<file path="config.mk">
export PLATFORM = sky130hd
export DESIGN_NAME = uart_receiver
export DESIGN_NICKNAME = d
export VERILOG_FILES = /design/src/rtl/uart_receiver.sv
export SDC_FILE = /design/constraint.sdc
export NUM_CORES = 1
export LEC_CHECK = 0
export BUFFER_PORTS_ARGS = -buffer_cell sky130_fd_sc_hd__buf_4
export CAP_MARGIN = 20
export CORE_MARGIN = 2
export CORE_UTILIZATION = 24
export CTS_CLUSTER_SIZE = 30
export DETAILED_ROUTE_END_ITERATION = 6
export PLACE_DENSITY = 0.49
export SYNTH_ARGS = -nofsm -noshare
export SYNTH_HDL_FRONTEND = slang
export SYNTH_SLANG_ARGS = --single-unit
</file>
<file path="constraint.sdc">
create_clock -name clk -period 2.3 [get_ports clk]
set_input_delay 0.69 -clock clk [delete_from_list [all_inputs] [get_ports clk]]
set_output_delay 0.69 -clock clk [all_outputs]
set_load 0.01 [all_outputs]
</file>
<file path="src/rtl/uart_receiver.sv">
// uart_receiver: 8N1 LSB-first serial receiver with valid/ready output,
// framing-error and overrun pulses.
module uart_receiver #(
    parameter int CLKS_PER_BIT = 87
) (
    input  logic       clk,
    input  logic       rst_n,
    input  logic       rx,
    output logic [7:0] rx_byte,
    output logic       rx_valid,
    input  logic       rx_ready,
    output logic       frame_err,
    output logic       overrun,
    output logic       busy
);
    localparam int CW = $clog2(CLKS_PER_BIT) + 1;
    localparam logic [CW-1:0] HALF = CW'((CLKS_PER_BIT - 1) / 2);
    localparam logic [CW-1:0] LAST = CW'(CLKS_PER_BIT - 1);

    typedef enum logic [2:0] {IDLE, START, DATA, STOP, WAIT_IDLE} state_t;

    state_t        state;
    logic          rx_meta;
    logic          rx_sync;
    logic [CW-1:0] cnt;
    logic [2:0]    bit_idx;
    logic [7:0]    shift;

    assign busy = state != IDLE;

    always_ff @(posedge clk or negedge rst_n) begin
        if (!rst_n) begin
            rx_meta <= 1'b1;
            rx_sync <= 1'b1;
        end else begin
            rx_meta <= rx;
            rx_sync <= rx_meta;
        end
    end

    always_ff @(posedge clk or negedge rst_n) begin
        if (!rst_n) begin
            state     <= IDLE;
            cnt       <= '0;
            bit_idx   <= '0;
            shift     <= '0;
            rx_byte   <= '0;
            rx_valid  <= 1'b0;
            frame_err <= 1'b0;
            overrun   <= 1'b0;
        end else begin
            frame_err <= 1'b0;
            overrun   <= 1'b0;
            if (rx_valid && rx_ready)
                rx_valid <= 1'b0;
            case (state)
                IDLE: begin
                    cnt <= '0;
                    if (!rx_sync)
                        state <= START;
                end
                START: begin
                    if (cnt == HALF) begin
                        cnt     <= '0;
                        bit_idx <= '0;
                        state   <= rx_sync ? IDLE : DATA;
                    end else
                        cnt <= cnt + 1'b1;
                end
                DATA: begin
                    if (cnt == LAST) begin
                        shift[bit_idx] <= rx_sync;
                        cnt            <= '0;
                        bit_idx        <= bit_idx + 3'd1;
                        if (bit_idx == 3'd7)
                            state <= STOP;
                    end else
                        cnt <= cnt + 1'b1;
                end
                STOP: begin
                    if (cnt == LAST) begin
                        cnt <= '0;
                        if (rx_sync) begin
                            state <= IDLE;
                            // a word can load in the same cycle the held one is consumed
                            if (!rx_valid || rx_ready) begin
                                rx_byte  <= shift;
                                rx_valid <= 1'b1;
                            end else
                                overrun <= 1'b1;
                        end else begin
                            frame_err <= 1'b1;
                            state     <= WAIT_IDLE;
                        end
                    end else
                        cnt <= cnt + 1'b1;
                end
                WAIT_IDLE: begin
                    if (rx_sync)
                        state <= IDLE;
                end
                default: state <= IDLE;
            endcase
        end
    end
endmodule

</file>
After elaboration in Yosys (flattened, before gate mapping)
Index checks and enable logic that the tools add are counted.
{"block": "classes", "n_addsub": 2, "order_cmp": 2, "eq_ne": 13, "muxes": 30, "reduce_logical": 13}
{"op": "two-way mux 3 bit", "n": 9}
{"op": "case mux 8 bit (3 select lines)", "n": 1}
{"op": "two-way mux 8 bit", "n": 2}
{"op": "case mux 3 bit (5 select lines)", "n": 1}
{"op": "two-way mux 1 bit", "n": 13}
{"op": "inequality test 2 bit, second input constant", "n": 6}
{"op": "adder 8 x 1 -> 8 bit, second input constant", "n": 1}
{"op": "bitwise mux 8 bit", "n": 1}
{"op": "equality test 8 x 6 -> 1 bit, second input constant", "n": 1}
{"op": "equality test 8 x 7 -> 1 bit, second input constant", "n": 1}
{"op": "equality test 3 x 2 -> 1 bit, second input constant", "n": 2}
{"op": "equality test 3 bit, second input constant", "n": 2}
{"op": "case mux 3 bit (2 select lines)", "n": 1}
{"op": "AND reduction 6 bit", "n": 1}
{"op": "nonzero test 3 bit", "n": 2}
{"op": "less-than comparator 3 x 4 -> 1 bit, second input constant", "n": 1}
{"op": "AND reduction 4 bit", "n": 1}
{"op": "adder 3 x 1 -> 3 bit, second input constant", "n": 1}
{"op": "demux 1 bit (select 3 bit)", "n": 1}
{"op": "equality test 3 x 1 -> 1 bit, second input constant", "n": 1}
{"op": ">= comparator 3 x 1 -> 1 bit, second input constant", "n": 1}
{"op": "logical NOT 3 bit", "n": 1}
{"op": "AND reduction 3 bit", "n": 1}
{"op": "logical AND 1 bit", "n": 2}
{"op": "other kinds (6)", "n": 6}
{"block": "totals", "regBits": 35, "inputBits": 4, "out_inout_bits": 12, "word_cells": 70}

Longest topological paths before layout
Gate-level depths: netlist of run 1.
{"block": "logic_depth", "word_depth": 6, "depth_mapped": 6, "mapped_depth_nobuf": 6}

Worst setup path after synthesis of run 1
Ideal clock, no wire load.
{"block": "synth_path", "path_kind": "flip-flop to flip-flop", "from": "register cnt[0]", "to": "register shift[3]", "setup_time_ns": 0.125, "t_arrival_ns": 1.607, "required_time_ns": 2.175, "setup_slack_ns": 0.568, "stages_incl_launch_ff": 7, "n_path_buf": 0, "path_cell_list": "dfrtp_1 -> inv_1 -> ha_1 -> and3b_1 -> nand4_4 -> and4bb_2 -> mux2_2"}
{"block": "synth_between", "elab_chain_len": 2}
{"item": "start: declaration", "line_no": "25", "rtl": "logic [CW-1:0] cnt;"}
{"item": "start signal: assignment", "line_no": "68", "rtl": "cnt <= cnt + 1'b1;"}
{"item": "start signal: assignment", "line_no": "78", "rtl": "cnt <= cnt + 1'b1;"}
{"item": "start signal: assignment", "line_no": "96", "rtl": "cnt <= cnt + 1'b1;"}
{"item": "equality test 8 x 7 -> 1 bit", "line_no": "71", "rtl": "if (cnt == LAST) begin"}
{"item": "AND reduction 2 bit (no source line)"}
{"item": "end signal: indexed assignment", "line_no": "72", "rtl": "shift[bit_idx] <= rx_sync;"}
{"item": "end: declaration", "line_no": "27", "rtl": "logic [7:0] shift;"}
Every way passes these cells.
A chain may end at the register's enable or synchronous reset.

Worst setup path after layout of run 1
{"block": "layout_path", "from": "register state[1]", "to": "output port busy"}
{"block": "layout_between", "elab_chain_len": 1}
{"item": "start: declaration", "line_no": "22", "rtl": "state_t state;"}
{"item": "start signal: assignment", "line_no": "66", "rtl": "state <= rx_sync ? IDLE : DATA;"}
{"item": "nonzero test 3 bit", "line_no": "29", "rtl": "assign busy = state != IDLE;"}
{"item": "end: declaration", "line_no": "14", "rtl": "output logic busy"}
Every way passes these cells.

==> flow_summary.ini, run 1 <==
[sta]
rsz0062_at_grt = false
timing.slew.headroom_pct = 66.7
fin_skew_ns = 0.0100
tightest_slew_ns = 0.499
finalCriticalPeriod_ns = 2.02
fin_hold_ws_ns = 0.349
finalCritPeriodShare_pct = 87.8
fin_setup_tns_ns = 0
maxSlewViolCount = 0
hold_violations = 0
setup_viol = 0
fmax_mhz = 495

[global_route]
grt_usage_pct = 9.53
grt_max_degree = 36
grt_pass1_wl_um = 5750
grt_pass1_vias = 1167
grt_antenna_before_repair = 0
grt_overflow_total = 0

[placed_design]
place_area_um2 = 1950
dpl.hpwl_um = 2250
port_buffers = 15
gp_congestion = 0.720

[die]
die_h_um = 89.3
io-pin-count = 16
coreArea_um2 = 7140
start_util_pct = 24.5
die_x_um = 89.3
die-area_um2 = 7980
num_rows = 31

[routing]
avgRoutedWirePerCell_um = 12.5
drt_pre_antenna_iters = 4
drtIter0Drc = 53
vias = 1193
drt-total-wl_um = 3370
ant_nets = 0
viasPerCell = 4.43
drc = 0

[setup_path]
critical_path.startpoint = state[1]$_DFFE_PN0P_
crit_type = reg -> out
r2r_start = cnt[0]$_DFFE_PN0P_
critPathCaptureType = primary output
path_max_fanout = 13
startpoint_type = flip-flop
worstPathArrival_ns = 1.33
worstPathRequired_ns = 1.61

[layout]
final_cell_mix = 33 x dfrtp_1, 17 x mux2_2, 17 x buf_4, 15 x nand2_1, 12 x nor2_1
syn_to_final_growth_pct = 19.5
final_nets = 177
drive_gt1_share_pct = 31.8
final-seq-area_um2 = 878
n_fill_cell = 732
layout_commonest_cell = dfrtp_1
multi_input_area_um2 = 821
fin_area_um2 = 2090
diodes = 0

[worst_hold_path]
hp-class = in -> async

[clock_tree]
cts_root_buffer = clkbuf_8
cts_max_level = 2
cts_setup_buffers = 0
cts_buffer_depth = 2
cts_resized = 0
path_clk_slew_ns = 0.07
clk_latency_ns = 0.29
cts_tree = built
cts-hold-fix-buffers = 0
cts_buffers = 5
numClockSinks = 35

[synthesis]
syn_avg_cell_area_um2 = 11.4
syn_inst = 153
yosysWarnings = 0
synth_edf_count = 0
ys_seq_area_share_pct = 50.3
ys_seq_elements = 35
synth_flop_cell = dfrtp_1
synth_fp_nets = 161
synth_cell_types = 42
syn_area_um2 = 1750
async_reset_ff_share_pct = 100
synth_top_area_cell = dfrtp_1
synthTopCellsByArea = dfrtp_1 47%, mux2_2 11%, nand2_1 3.2%
synth_top_area_share_pct = 47.3

[power_and_ir_drop]
p_leak_nw = 0.930
power.total_mw = 1.37
vdd_drop_max_uv = 267
power_density_nw_per_um2 = 655

[run_status]
status = complete, no violations

[flow_run]
maxCapViolations = 0
## logic make-up (layout without fill, tap and decap cells)
| family | count (synthesis) | after routing | synth area share (%) |
|---|---|---|---|
| buffers and inverters | 9 | 26 | 2.72 |
| AND/OR/NAND/NOR | 67 | 67 | 24.3 |
| flip-flops | 35 | 35 | 50.3 |
| AO/OA/AOI/OAI | 19 | 19 | 7.88 |
| adder cells (fa/ha/maj) | 4 | 4 | 2.87 |
| multiplexers | 17 | 17 | 11.0 |
| XOR/XNOR | 2 | 2 | 1.00 |
## cell usage after synthesis, types with 3 or more instances
master / number
clkbuf_1: 4
nand3_1: 7
mux2_2: 17
a21oi_1: 4
nor4b_2: 3
nor2_1: 12
nand2_1: 15
o21ai_0: 4
nor3_1: 4
ha_1: 4
dfrtp_1: 33
nor2b_1: 3
o211ai_1: 3
## where the power goes
group	switching, mW	internal [mW]
clock	0.219	0.433
sequential	0.0193	0.628
combinational	0.0410	0.0266
total	0.279	1.09
## critical path: stages (launching register included)
cell and delay (ns):
dfrtp_1 0.54, or3_1 0.36, buf_4 0.15
## final timing paths
check	endpoint	slack, ns	cells after the start
setup / recovery	busy	0.28	2
hold / removal	cnt[5]$_DFFE_PN0P_	0.35	1
setup reg to reg	rx_byte[6]$_DFFE_PN0P_	0.35	6
hold reg to reg	rx_sync$_DFF_PN1_	0.36	0
max in group asynchronous	rx_meta$_DFF_PN1_	1.59	1
min in group clk	rx_sync$_DFF_PN1_	0.36	0
## sequential cells by signal, indices dropped and copies added (netlist names)
register,count
overrun,1
state,3
rx_sync,1
rx_byte,8
bit_idx,3
rx_valid,1
cnt,8
rx_meta,1
frame_err,1
shift,8
## cell type report
class / count / share of cell area [%]
Inverter: 1 / 0.180
Clock inverter: 2 / 2.88
Multi-Input combinational cell: 109 / 39.3
Sequential cell: 35 / 42.1
Timing Repair Buffer: 17 / 6.12
Tap cell: 99 / 5.94
Clock buffer: 6 / 3.48
## stage by stage
stage          util (%)  cells  setup WS, ns
2_1_floorplan         -    153         0.568
3_3_place_gp       27.4    261         0.352
3_5_place_dp       27.4    261         0.330
4_1_cts            29.2    269         0.276
5_1_grt            29.2    269         0.180
6_report           29.2    269         0.281
## metal layers
metal / vias up / part of all wire, % / track usage [%]
met5: - / 0 / 0
met4: 0 / 2.2 / 5.16
met1: 589 / 51 / 12.8
li1: 583 / - / -
met3: 4 / 3.3 / 2.31
met2: 17 / 44 / 14.1
No activity file was read; power rests on OpenSTA's default activity.
==> run 2, diff against run 1 <==
--- a/config.mk
+++ b/config.mk
@@ -11,6 +11,7 @@
 export CORE_UTILIZATION = 24
 export CTS_CLUSTER_SIZE = 30
 export DETAILED_ROUTE_END_ITERATION = 6
+export GPL_TIMING_DRIVEN = 0
 export PLACE_DENSITY = 0.49
 export SYNTH_ARGS = -nofsm -noshare
 export SYNTH_HDL_FRONTEND = slang
==> run 2 against run 1 <==
  * Fmax is 2.2% lower
  * Routed wire length shrank 2.3%
  * Register-to-register slack barely moved
  * Cell count rose by 2.2%
  * Die area stayed put
  * Clock skew down 0.0042 ns
  * Combinational power grew 17%
  * Power shrank 15%
  * Critical endpoint unchanged
  * Highest routed layer unchanged
==> flow_summary.ini, run 2 (synthesis results as in run 1) <==
[run_status]
status = complete, no violations

[die]
die_x_um = 89.3
start_util_pct = 24.5
io-pin-count = 16
die-area_um2 = 7980
num_rows = 31
coreArea_um2 = 7140
die_h_um = 89.3

[clock_tree]
cts_buffer_depth = 2
clk_latency_ns = 0.29
cts-hold-fix-buffers = 0
numClockSinks = 35
cts_buffers = 5
cts_root_buffer = clkbuf_8
cts_resized = 0
cts_setup_buffers = 0
cts_tree = built
cts_max_level = 2
path_clk_slew_ns = 0.08

[routing]
ant_nets = 0
drtIter0Drc = 95
drt_pre_antenna_iters = 4
drt-total-wl_um = 3290
viasPerCell = 4.33
drc = 0
vias = 1192
avgRoutedWirePerCell_um = 12.0

[power_and_ir_drop]
vdd_drop_max_uv = 186
power_density_nw_per_um2 = 561
p_leak_nw = 0.918

[setup_path]
crit_type = reg -> out
worstPathCellList = buf_2 > or3_1 > buf_4
critPathCaptureType = primary output
worstPathRequired_ns = 1.61
worstPathArrival_ns = 1.37
worst_path_largest_cell_delay_ns = 0.43
reg2reg_depth = 6
crit_slowest_cell = dfrtp_1
path_max_fanout = 10
startpoint_type = flip-flop

[placed_design]
port_buffers = 15
place_area_um2 = 1980
gp_congestion = 0.743
dpl.hpwl_um = 2250

[global_route]
grt_overflow_total = 0
grt_max_degree = 36
grt_pass1_vias = 1209
grt_pass1_wl_um = 5820
grt_antenna_before_repair = 0
grt_usage_pct = 9.47

[worst_hold_path]
hp-class = in -> async

[flow_run]
maxCapViolations = 0

[layout]
syn_to_final_growth_pct = 18.6
final_cell_mix = 33 x dfrtp_1, 17 x mux2_2, 16 x buf_4, 15 x nand2_1, 12 x nor2_1
final_nets = 183
top_regs = cnt (8), rx_byte (8), shift (8)
layout_commonest_cell = dfrtp_1
n_fill_cell = 760
fin_area_um2 = 2070
drive_gt1_share_pct = 32.4
diodes = 0

[sta]
fmax_mhz = 484
rsz0062_at_grt = false
maxSlewViolCount = 0
setup_viol = 0
finalCriticalPeriod_ns = 2.06
timing.slew.headroom_pct = 66.8
fin_setup_tns_ns = 0
tightest_slew_ns = 0.497
hold_violations = 0
finalCritPeriodShare_pct = 89.8
fin_skew_ns = 0.00585
run 2: final cells by class:
cell class	instances	area (um2)	share of cell area, %
multi-input cells	109	821	39.6
clock inverters	3	20.0	0.966
well taps	99	124	5.98
flip-flops and latches	35	878	42.4
inverters	1	3.75	0.181
clock buffers	5	68.8	3.32
plain buffers	8	43.8	2.11
repair buffers	15	113	5.43
run 2: path summary, 6_finish.rpt:
kind                            slack (ns)                endpoint                  from
max in group asynchronous             1.61       rx_sync$_DFF_PN1_                 rst_n
worst min-delay path                  0.35      cnt[3]$_DFFE_PN0P_                 rst_n
min in group clk                      0.36       rx_sync$_DFF_PN1_     rx_meta$_DFF_PN1_
worst max-delay path                  0.24                    busy  state[1]$_DFFE_PN0P_
worst max register to register        0.36  rx_byte[6]$_DFFE_PN0P_    cnt[0]$_DFFE_PN0P_
worst min register to register        0.36       rx_sync$_DFF_PN1_     rx_meta$_DFF_PN1_
run 2: per-layer routing:
layer | global-route usage (%) | part of all wire, %
met1 | 13.7 | 51
met2 | 13.5 | 44
met3 | 2.49 | 3.8
met4 | 3.66 | 1.2
met5 | 0 | 0
run 2: critical path: cells and delay by family, from the launching register on:
family                 cells  cell delay [ns]
DFF                        1             0.43
buffers and inverters      2             0.34
and+or+nand+nor            1             0.31
run 2: per-stage QoR:
step,hold WS [ns],setup slack (ns),cells,utilization [%],power (mW)
global placement,0.346,0.323,267,27.8,0.731
detailed placement,0.347,0.320,267,27.8,0.732
floorplan,0.345,0.568,153,-,0.699
finish,0.346,0.235,275,29.0,1.16
CTS,0.358,0.219,275,29.0,1.18
global route,0.365,0.137,275,29.0,1.23
run 2: where the power goes:
group          total [mW]  internal, mW  switching, mW
clock network       0.445         0.211          0.234
logic              0.0791        0.0303         0.0489
registers           0.639         0.628         0.0111
total                1.16         0.869          0.294
